`config.mk`:
```
export PLATFORM = sky130hd
export DESIGN_NAME = octree_mem_arbiter
export DESIGN_NICKNAME = d
export VERILOG_FILES = /design/src/rtl/octree_mem_arbiter.sv
export SDC_FILE = /design/constraint.sdc
export NUM_CORES = 1
export LEC_CHECK = 0
export ABC_AREA = 1
export CORE_AREA = 4 4 264 266
export CTS_CLUSTER_DIAMETER = 80
export DETAILED_ROUTE_END_ITERATION = 6
export DIE_AREA = 0 0 268 270
export PLACE_DENSITY_LB_ADDON = 0.3
export SYNTH_ARGS = -nofsm -noshare
export SYNTH_HDL_FRONTEND = slang
export SYNTH_SLANG_ARGS = --single-unit
```
`constraint.sdc`:
```
create_clock -name clk -period 2.81 [get_ports clk]
set_clock_uncertainty 0.1 [all_clocks]
set_input_delay 0.281 -clock clk [delete_from_list [all_inputs] [get_ports clk]]
set_output_delay 0.281 -clock clk [all_outputs]
set_load 0.005 [all_outputs]
```
`src/rtl/octree_mem_arbiter.sv`:
```
// octree_mem_arbiter: per-cycle round-robin arbiter in front of one single-port
// SRAM macro, with lock-held bursts, host override and tagged read return.
//
// Ports:
//   clk, rst_n                      clock, synchronous active-low reset
//   ext_en/req/we/addr/wdata        host override path (owns SRAM while ext_en=1)
//   ext_rdata, ext_rvalid           host read return
//   port_req/we/lock/addr/wdata     packed per-engine request bundle
//   port_gnt                        one-hot combinational grant
//   port_rvalid, port_rdata         one-hot engine read return, shared data
//   sram_req/we/addr/wdata/rdata    SRAM macro interface
//   stall_clr, stall_cnt            saturating count of cycles with a waiting engine
module octree_mem_arbiter #(
    parameter int unsigned NUM_PORTS       = 4,
    parameter int unsigned ADDR_WIDTH      = 10,
    parameter int unsigned DATA_WIDTH      = 64,
    parameter int unsigned RD_LATENCY      = 1,
    parameter int unsigned STALL_CNT_WIDTH = 16
) (
    input  logic                            clk,
    input  logic                            rst_n,
    input  logic                            ext_en,
    input  logic                            ext_req,
    input  logic                            ext_we,
    input  logic [ADDR_WIDTH-1:0]           ext_addr,
    input  logic [DATA_WIDTH-1:0]           ext_wdata,
    output logic [DATA_WIDTH-1:0]           ext_rdata,
    output logic                            ext_rvalid,
    input  logic [NUM_PORTS-1:0]            port_req,
    input  logic [NUM_PORTS-1:0]            port_we,
    input  logic [NUM_PORTS-1:0]            port_lock,
    input  logic [NUM_PORTS*ADDR_WIDTH-1:0] port_addr,
    input  logic [NUM_PORTS*DATA_WIDTH-1:0] port_wdata,
    output logic [NUM_PORTS-1:0]            port_gnt,
    output logic [NUM_PORTS-1:0]            port_rvalid,
    output logic [DATA_WIDTH-1:0]           port_rdata,
    output logic                            sram_req,
    output logic                            sram_we,
    output logic [ADDR_WIDTH-1:0]           sram_addr,
    output logic [DATA_WIDTH-1:0]           sram_wdata,
    input  logic [DATA_WIDTH-1:0]           sram_rdata,
    input  logic                            stall_clr,
    output logic [STALL_CNT_WIDTH-1:0]      stall_cnt
);

    localparam int unsigned PW        = (NUM_PORTS > 1) ? $clog2(NUM_PORTS) : 1;
    localparam int unsigned LAST_PORT = NUM_PORTS - 1;

    typedef struct packed {
        logic          valid;
        logic          is_ext;
        logic [PW-1:0] id;
    } ret_tag_t;

    localparam int unsigned PIPE_W = RD_LATENCY * $bits(ret_tag_t);

    logic [PW-1:0]                  rr_ptr, rr_ptr_nxt;
    logic [PW-1:0]                  owner, owner_nxt;
    logic                           owner_valid, owner_valid_nxt;
    ret_tag_t [RD_LATENCY-1:0]      pipe, pipe_nxt;
    ret_tag_t                       head, exit_tag;
    logic [STALL_CNT_WIDTH-1:0]     stall_cnt_nxt;
    logic [NUM_PORTS-1:0]           eligible;
    logic                           gnt_valid;
    logic [PW-1:0]                  gnt_idx;

    function automatic logic [PW-1:0] next_port(input logic [PW-1:0] p);
        return (32'(p) == LAST_PORT) ? '0 : PW'(32'(p) + 32'd1);
    endfunction

    // A valid owner masks everyone else out of arbitration.
    always_comb begin
        eligible = port_req;
        if (owner_valid) eligible = port_req & (NUM_PORTS'(1) << owner);
    end

    // First eligible port scanning upward from rr_ptr, modulo NUM_PORTS.
    always_comb begin
        int unsigned j;
        gnt_valid = 1'b0;
        gnt_idx   = '0;
        j         = 0;
        if (!ext_en) begin
            for (int unsigned k = 0; k < NUM_PORTS; k++) begin
                j = 32'(rr_ptr) + k;
                if (j >= NUM_PORTS) j = j - NUM_PORTS;
                if (!gnt_valid && eligible[PW'(j)]) begin
                    gnt_valid = 1'b1;
                    gnt_idx   = PW'(j);
                end
            end
        end
    end

    // SRAM request mux: host path or granted engine.
    always_comb begin
        port_gnt   = '0;
        sram_req   = 1'b0;
        sram_we    = 1'b0;
        sram_addr  = '0;
        sram_wdata = '0;
        if (ext_en) begin
            sram_req   = ext_req;
            sram_we    = ext_we;
            sram_addr  = ext_addr;
            sram_wdata = ext_wdata;
        end else begin
            for (int unsigned i = 0; i < NUM_PORTS; i++) begin
                if (gnt_valid && gnt_idx == PW'(i)) begin
                    port_gnt[i] = 1'b1;
                    sram_req    = 1'b1;
                    sram_we     = port_we[i];
                    sram_addr   = port_addr[i*ADDR_WIDTH +: ADDR_WIDTH];
                    sram_wdata  = port_wdata[i*DATA_WIDTH +: DATA_WIDTH];
                end
            end
        end
    end

    // Next-state: pointer/lock ownership, return-tag shift, stall counter.
    always_comb begin
        rr_ptr_nxt      = rr_ptr;
        owner_nxt       = owner;
        owner_valid_nxt = owner_valid;
        stall_cnt_nxt   = stall_cnt;

        head.valid  = sram_req & ~sram_we;
        head.is_ext = ext_en;
        head.id     = gnt_idx;
        // Shift toward the exit stage; the oldest tag falls off the top.
        pipe_nxt    = PIPE_W'({pipe, head});

        if (ext_en) begin
            owner_valid_nxt = 1'b0;
        end else if (owner_valid) begin
            // Owner is granted whenever it requests, so lock=0 or no request releases.
            if (!port_req[owner] || !port_lock[owner]) begin
                owner_valid_nxt = 1'b0;
                rr_ptr_nxt      = next_port(owner);
            end
        end else if (gnt_valid) begin
            if (port_lock[gnt_idx]) begin
                owner_valid_nxt = 1'b1;
                owner_nxt       = gnt_idx;
            end else begin
                rr_ptr_nxt = next_port(gnt_idx);
            end
        end

        if (stall_clr) begin
            stall_cnt_nxt = '0;
        end else if ((|(port_req & ~port_gnt)) && (stall_cnt != '1)) begin
            stall_cnt_nxt = stall_cnt + STALL_CNT_WIDTH'(1);
        end
    end

    always_ff @(posedge clk) begin
        if (!rst_n) begin
            rr_ptr      <= '0;
            owner       <= '0;
            owner_valid <= 1'b0;
            pipe        <= '0;
            stall_cnt   <= '0;
        end else begin
            rr_ptr      <= rr_ptr_nxt;
            owner       <= owner_nxt;
            owner_valid <= owner_valid_nxt;
            pipe        <= pipe_nxt;
            stall_cnt   <= stall_cnt_nxt;
        end
    end

    // Route the exiting tag; the macro's data lines up with it by construction.
    always_comb begin
        exit_tag    = pipe[RD_LATENCY-1];
        port_rvalid = '0;
        port_rdata  = '0;
        ext_rvalid  = 1'b0;
        ext_rdata   = '0;
        if (exit_tag.valid) begin
            if (exit_tag.is_ext) begin
                ext_rvalid = 1'b1;
                ext_rdata  = sram_rdata;
            end else begin
                port_rvalid[exit_tag.id] = 1'b1;
                port_rdata               = sram_rdata;
            end
        end
    end

endmodule

```
======== Word-level counts from Yosys, hierarchy flattened ========
Index checks and enable logic that the tools add are counted.
Widths: inputs -> output; s select.
operators by class
  reduce and logical (&&, ||, !) cells .... 22
  multiply operators ...................... 0
  shifts and indexed selects .............. 1
  divide/modulo/power cells ............... 0
  add/sub/neg operators ................... 10
  eq/ne operators ......................... 7
  bitwise operators ....................... 8
  multiplexer cells ....................... 80
  $lt $le $gt $ge ......................... 12
operator list
  kind                   number
  $mux 64                9
  $mux 10                5
  $mux 2                 19
  $mux 1                 35
  $lt 2x3->1 const B     7
  $add 16x1->16 const B  1
  $mux 4                 4
  $ne 16x16->1 const B   1
  $bmux 1 s2             7
  $ge 3x3->1 const B     3
  $logic_and 1x1->1      9
  $and 4x4->4            2
  $reduce_and 4->1       2
  $sub 2x1->2 const B    4
  $add 2x2->3 const B    2
  $eq 2x2->1 const B     3
  $logic_not 1->1        5
  $add 2x1->2 const B    2
  $not 1->1              4
  $not 4->4              1
  $reduce_or 2->1        2
  $reduce_or 4->1        1
  $shl 1x2->4 const A    1
  $add 2x1->3 const B    1
  other kinds (10)       10
word-level totals
  output and inout bits ................... 229
  bits in latches ......................... 0
  register bits after elaboration ......... 25
  RAM bits ................................ 0
  logic and storage cells ................. 147
  memory bits (read-only) ................. 0
  memories kept ........................... 0

======== Logic depth before layout (Yosys ltp) ========
  depth after elaboration ................. 28
  mapped depth ............................ 26
  mapped depth without buffers ............ 24

======== Least setup slack after synthesis ========
No wires, ideal clock.
  path kind ............................... flip-flop to output port
  start point ............................. register owner[0]
  end point ............................... output sram_wdata[27]
  arrival ................................. 2641 ps
  setup slack ............................. -212 ps
  cell stages (with the launch flop) ...... 24
  path buffers ............................ 2
  cell sequence ........................... dfxtp_1 -> inv_1 -> ha_1 -> inv_1 -> nand2_1 -> nand3_1 -> nand3_1 -> nand2_1 -> nand3_2 -> nor2_4 -> nor2_8 -> nand2_1 -> inv_1 -> ha_1 -> nand2_4 -> inv_2 -> buf_6 -> buf_4 -> nand2_1 -> o21ai_1 -> nand2_1 -> nand3_1 -> o21ai_0 -> nand2_1
on the way
  longest elaborated chain between the ends .. 26
RTL lines
  what                          line  text
  start, declared               58    logic [PW-1:0] owner, owner_nxt;
  start signal, assigned        166   owner <= owner_nxt;
  $shl 1x2->4 (*)               74    if (owner_valid) eligible = port_req & (NUM_PORTS'(1) << owner);
  $and 4x4->4 (*)               74
  $mux 4 (*)                    74
  $bmux 1 s2                    87    if (!gnt_valid && eligible[PW'(j)]) begin
  $mux 1 (implied by the code)  87
  $mux 1                        87
  $mux 1                        83    if (!ext_en) begin
  $logic_not 1->1               87
  [... 9 more ...]              n/a
  $mux 2 (*)                    87
  $mux 2 (*)                    83
  via gnt_idx[0]                65    logic [PW-1:0] gnt_idx;
  $logic_not 2->1               109   if (gnt_valid && gnt_idx == PW'(i)) begin
  $logic_and 1x1->1             109
  $mux 64 (3 in a row)          109
  $mux 64 (*)                   109
  $mux 64 (*)                   102   if (ext_en) begin
  end, declared                 40    output logic [DATA_WIDTH-1:0] sram_wdata,
The timed path passes the listed nets; every way through them passes the cells marked *. The select of a mux whose other input is x is not followed.

======== Worst setup path after layout ========
  start point ............................. register owner[0]
  end point ............................... output sram_wdata[50]
The elaborated chain is that of the path after synthesis.

==> reports/summary.log <==
[logic_synthesis] fraction of registers with async set/reset 0%
[route] Initial DRC Count 516
[pwr] NetSw 2.35 mW
[floorplan] number of placement rows 95
[cts] H-tree Lvls 1
[pwr] overall power consumption 5.41 mW
[pwr] leak pwr 7.25 nW
[pwr] relative contribution of the clock network to total power 6.0%
[placement] total placed cells including tap cells 2822
[setup_path] Worst EP required 2.43 ns
[timing] max-slew violations 0
[run_status] failing checks negative setup slack
[cts] clock tree from TritonCTS built
[setup_path] worst setup slack for register-to-register paths -0.32 ns
[global_routing] total global routing track utilization 13.5%
[pwr] portion of total power attributed to combinational logic 86.8%
[logic_synthesis] prevailing post-synth register cell sky130_fd_sc_hd__dfxtp_1
[global_routing] Congestion Overflow GR 0
[logic_synthesis] most used standard cell by instance count after synthesis sky130_fd_sc_hd__nand2_1
[route] vias 10800
[cells_and_area] combined flip-flop and latch cell area 509 um2
[cells_and_area] final design utilization 24.6%
[logic_synthesis] cell types occupying the most area after synthesis sky130_fd_sc_hd__nand2_1, sky130_fd_sc_hd__nand3_1, sky130_fd_sc_hd__nor2_1
[cts] clock tree root driver cell sky130_fd_sc_hd__clkbuf_16
[cells_and_area] area overhead of the layout relative to synthesis 185%
[timing] unrepaired setup endpoints after global routing yes
[timing] Max Clk Rate 0.286 GHz
[floorplan] starting density of the core 8.62%
[timing] count of final setup violators 97
[global_routing] wire length of the first global-routing pass 73100 um
[setup_path] crit path DAT 3.11 ns
[logic_synthesis] total of flip-flops plus latches after synthesis 25
[logic_synthesis] leading area contributor after synthesis sky130_fd_sc_hd__nand2_1
[logic_synthesis] number of flops mapped to enable cells by yosys 0
[global_routing] via count of the first global-routing pass 10700
[setup_path] peak fanout along the critical path 6
[placement] global placement routability congestion 0.855
[placement] Port Buffers 680
[pwr] switching share of power 43.4%
[cts] Hold Buf Count CTS 0
[floorplan] num ports 681
[route] total wire length 54600 um
[cts] deepest clock path buffer count 2
[global_routing] number of antenna violations at the first check in global routing 8
[cells_and_area] proportion of layout cells with a drive suffix above 1 24.0%
[logic_synthesis] yosys warns 0
[cells_and_area] multi-input gate area in the final layout 5360 um2
[floorplan] Core Area 67000 um2
[timing] final cycle utilization of the critical path 124%
[cells_and_area] fill cell count 7509
[route] vias per cell 3.71
[cts] number of buffers created by CTS 3
[logic_synthesis] top cell type's share of synthesized area 35.1%
[logic_synthesis] number of distinct library cell variants in the gate-level netlist after synthesis 32
[cts] clock slew at reported path FFs 0.07 ns
[cells_and_area] Nets 2487
[floorplan] area of the die 72400 um2
[floorplan] die boundary height 270 um
[timing] Tmin final 3.49 ns
[logic_synthesis] synthesized netlist cell count 1235
[route] Remaining DRCs 0
[setup_path] crit path kind reg2out
[pwr] Pwr per Cell Area 329 nW/um2
[route] post-route antenna net violation count 0
[timing] number of hold violations in the final report 0
[cells_and_area] filler-free cell count of the finished design 2903
[route] average wire length per cell after detail routing 18.8 um
[pwr] largest vdd supply drop 154 uV
[placement] post-DP HPWL 42400 um
[cts] Clock Sink Count 25
[logic_synthesis] average cell area after synthesis 4.68 um2
[min_path] path type of the worst min-delay path reg2reg
[setup_path] startpoint kind of the worst setup timing path flop
[run_status] status finished with violations
[logic_synthesis] post-synthesis net count 1696
[pwr] design internal power 3.06 mW
[timing] worst slew margin relative to its limit 53.1%
[floorplan] die width 268 um
[logic_synthesis] post-synthesis instance area 5780 um2
[global_routing] maximum number of pins on one net before global-route repair 49
[cts] clk_lat worst skew 0.26 ns
[placement] post-placement cell area 14400 um2
[logic_synthesis] portion of the post-synthesis area used by sequential elements 8.66%
[cells_and_area] Final Cell Area 16500 um2
[setup_path] capturing element type of the critical path output pin
[route] Pre-Repair DR Iteration Count 7
[logic_synthesis] commonest cells in the synthesized netlist sky130_fd_sc_hd__nand2_1, sky130_fd_sc_hd__nor2_1, sky130_fd_sc_hd__nand3_1, sky130_fd_sc_hd__inv_1, sky130_fd_sc_hd__o21ai_1
[pwr] portion of total power attributed to sequential cells 7.3%
[timing] final worst-path setup slack -0.682 ns
[flow_run] maximum capacitance violations 0
[timing] Worst-Margin Slew 0.700 ns
## metal layers
layer,share of wire [%],wire length (um),GRT usage [%],vias to the layer above
li1,-,-,-,5458
met1,42,22700,16.4,4837
met2,50,27100,24.5,420
met3,6.8,3710,2.64,42
met4,1.9,1010,2.95,2
met5,0.020,11,0,-
## layout by cell type (no fill, tap or decap), drive strengths merged
cell type,count
clkdlybuf4s50,601
clkdlybuf4s15,4
o21ai,153
nor4,1
o22ai,1
xor2,9
dlygate4sd2,4
diode,5
inv,105
nor3,11
a21oi,19
a22oi,1
dfxtp,25
nor2,147
buf,235
and2,1
nand2,546
ha,9
bufbuf,1
nand4,2
or4,1
nand3,115
o211ai,1
xnor2,3
clkinv,2
clkbuf,28
## layout make-up
cell class	instances	area share, %
Antenna cell	5	0.0760
Clock buffer	3	0.456
Clock inverter	1	0.0304
Inverter	106	2.71
Multi-Input combinational cell	1020	32.5
Sequential cell	25	3.09
Tap cell	873	6.63
Timing Repair Buffer	870	54.5
## final timing paths
path,startpoint,end,cells past startpoint
setup reg to reg,owner[1]$_SDFFE_PN0P_,stall_cnt[14]$_SDFFE_PP0P_,22
hold reg to reg,stall_cnt[13]$_SDFFE_PP0P_,stall_cnt[13]$_SDFFE_PP0P_,2
setup / recovery,owner[0]$_SDFFE_PN0P_,sram_wdata[50],26
hold / removal,stall_cnt[13]$_SDFFE_PP0P_,stall_cnt[13]$_SDFFE_PP0P_,2
## power by group through the flow
stage | logic (mW) | registers [mW] | clock network (mW)
final | 4.70 | 0.394 | 0.322
after global routing | 5.10 | 0.396 | 0.343
after CTS | 4.38 | 0.392 | 0.339
after detailed placement | 3.81 | 0.399 | 0
after global placement | 3.84 | 0.400 | 0
after floorplan | 1.45 | 0.394 | 0
## kinds of logic after synthesis
logic type / Yosys count / synth area share, %
XOR/XNOR: 12 / 1.82
flip-flops: 25 / 8.66
AND/OR/NAND/NOR: 824 / 57.5
buffers and inverters: 190 / 14.7
adder cells (fa/ha/maj): 9 / 1.95
AO/OA/AOI/OAI: 175 / 15.3
## critical path, stage by stage, from the launching register on
cell and delay [ns]:
sky130_fd_sc_hd__dfxtp_4 0.37, sky130_fd_sc_hd__ha_2 0.18, sky130_fd_sc_hd__inv_1 0.06, sky130_fd_sc_hd__nand2_2 0.09
sky130_fd_sc_hd__nand3_2 0.10, sky130_fd_sc_hd__nand2_1 0.07, sky130_fd_sc_hd__nand2_1 0.10, sky130_fd_sc_hd__nand2_2 0.07
sky130_fd_sc_hd__buf_6 0.11, sky130_fd_sc_hd__nor2_4 0.13, sky130_fd_sc_hd__nor2_8 0.05, sky130_fd_sc_hd__nand2_4 0.09
sky130_fd_sc_hd__inv_4 0.04, sky130_fd_sc_hd__ha_4 0.16, sky130_fd_sc_hd__nand2_4 0.10, sky130_fd_sc_hd__clkinv_8 0.08
sky130_fd_sc_hd__buf_12 0.15, sky130_fd_sc_hd__buf_12 0.12, sky130_fd_sc_hd__buf_16 0.14, sky130_fd_sc_hd__buf_4 0.14
sky130_fd_sc_hd__nand2_2 0.05, sky130_fd_sc_hd__o21ai_2 0.05, sky130_fd_sc_hd__nand2_1 0.05, sky130_fd_sc_hd__nand3_1 0.06
sky130_fd_sc_hd__o21ai_1 0.08, sky130_fd_sc_hd__nand2_1 0.06, sky130_fd_sc_hd__buf_2 0.14
## registers in the layout (all words and copies together), names as in the netlist
name	count
rr_ptr	2
stall_cnt	16
owner	2
exit_tag	4
owner_valid	1
## per-stage QoR
step	TNS (ns)	setup slack, ns	hold WS, ns
3_3_place_gp	-77.39	-1.14	0.385
6_report	-49.86	-0.682	0.385
3_5_place_dp	-76.76	-1.15	0.384
2_1_floorplan	0	0.0214	0.279
4_1_cts	-50.20	-0.675	0.394
5_1_grt	-69.71	-0.885	0.418
## what timing repair did
item,in CTS,in global routing
endpoints found under the setup margin,97,101
pin swaps,57,77
gates cloned,13,11
resized for setup,463,231
buffers inserted,37,18
Power figures use the tool's default switching activity.
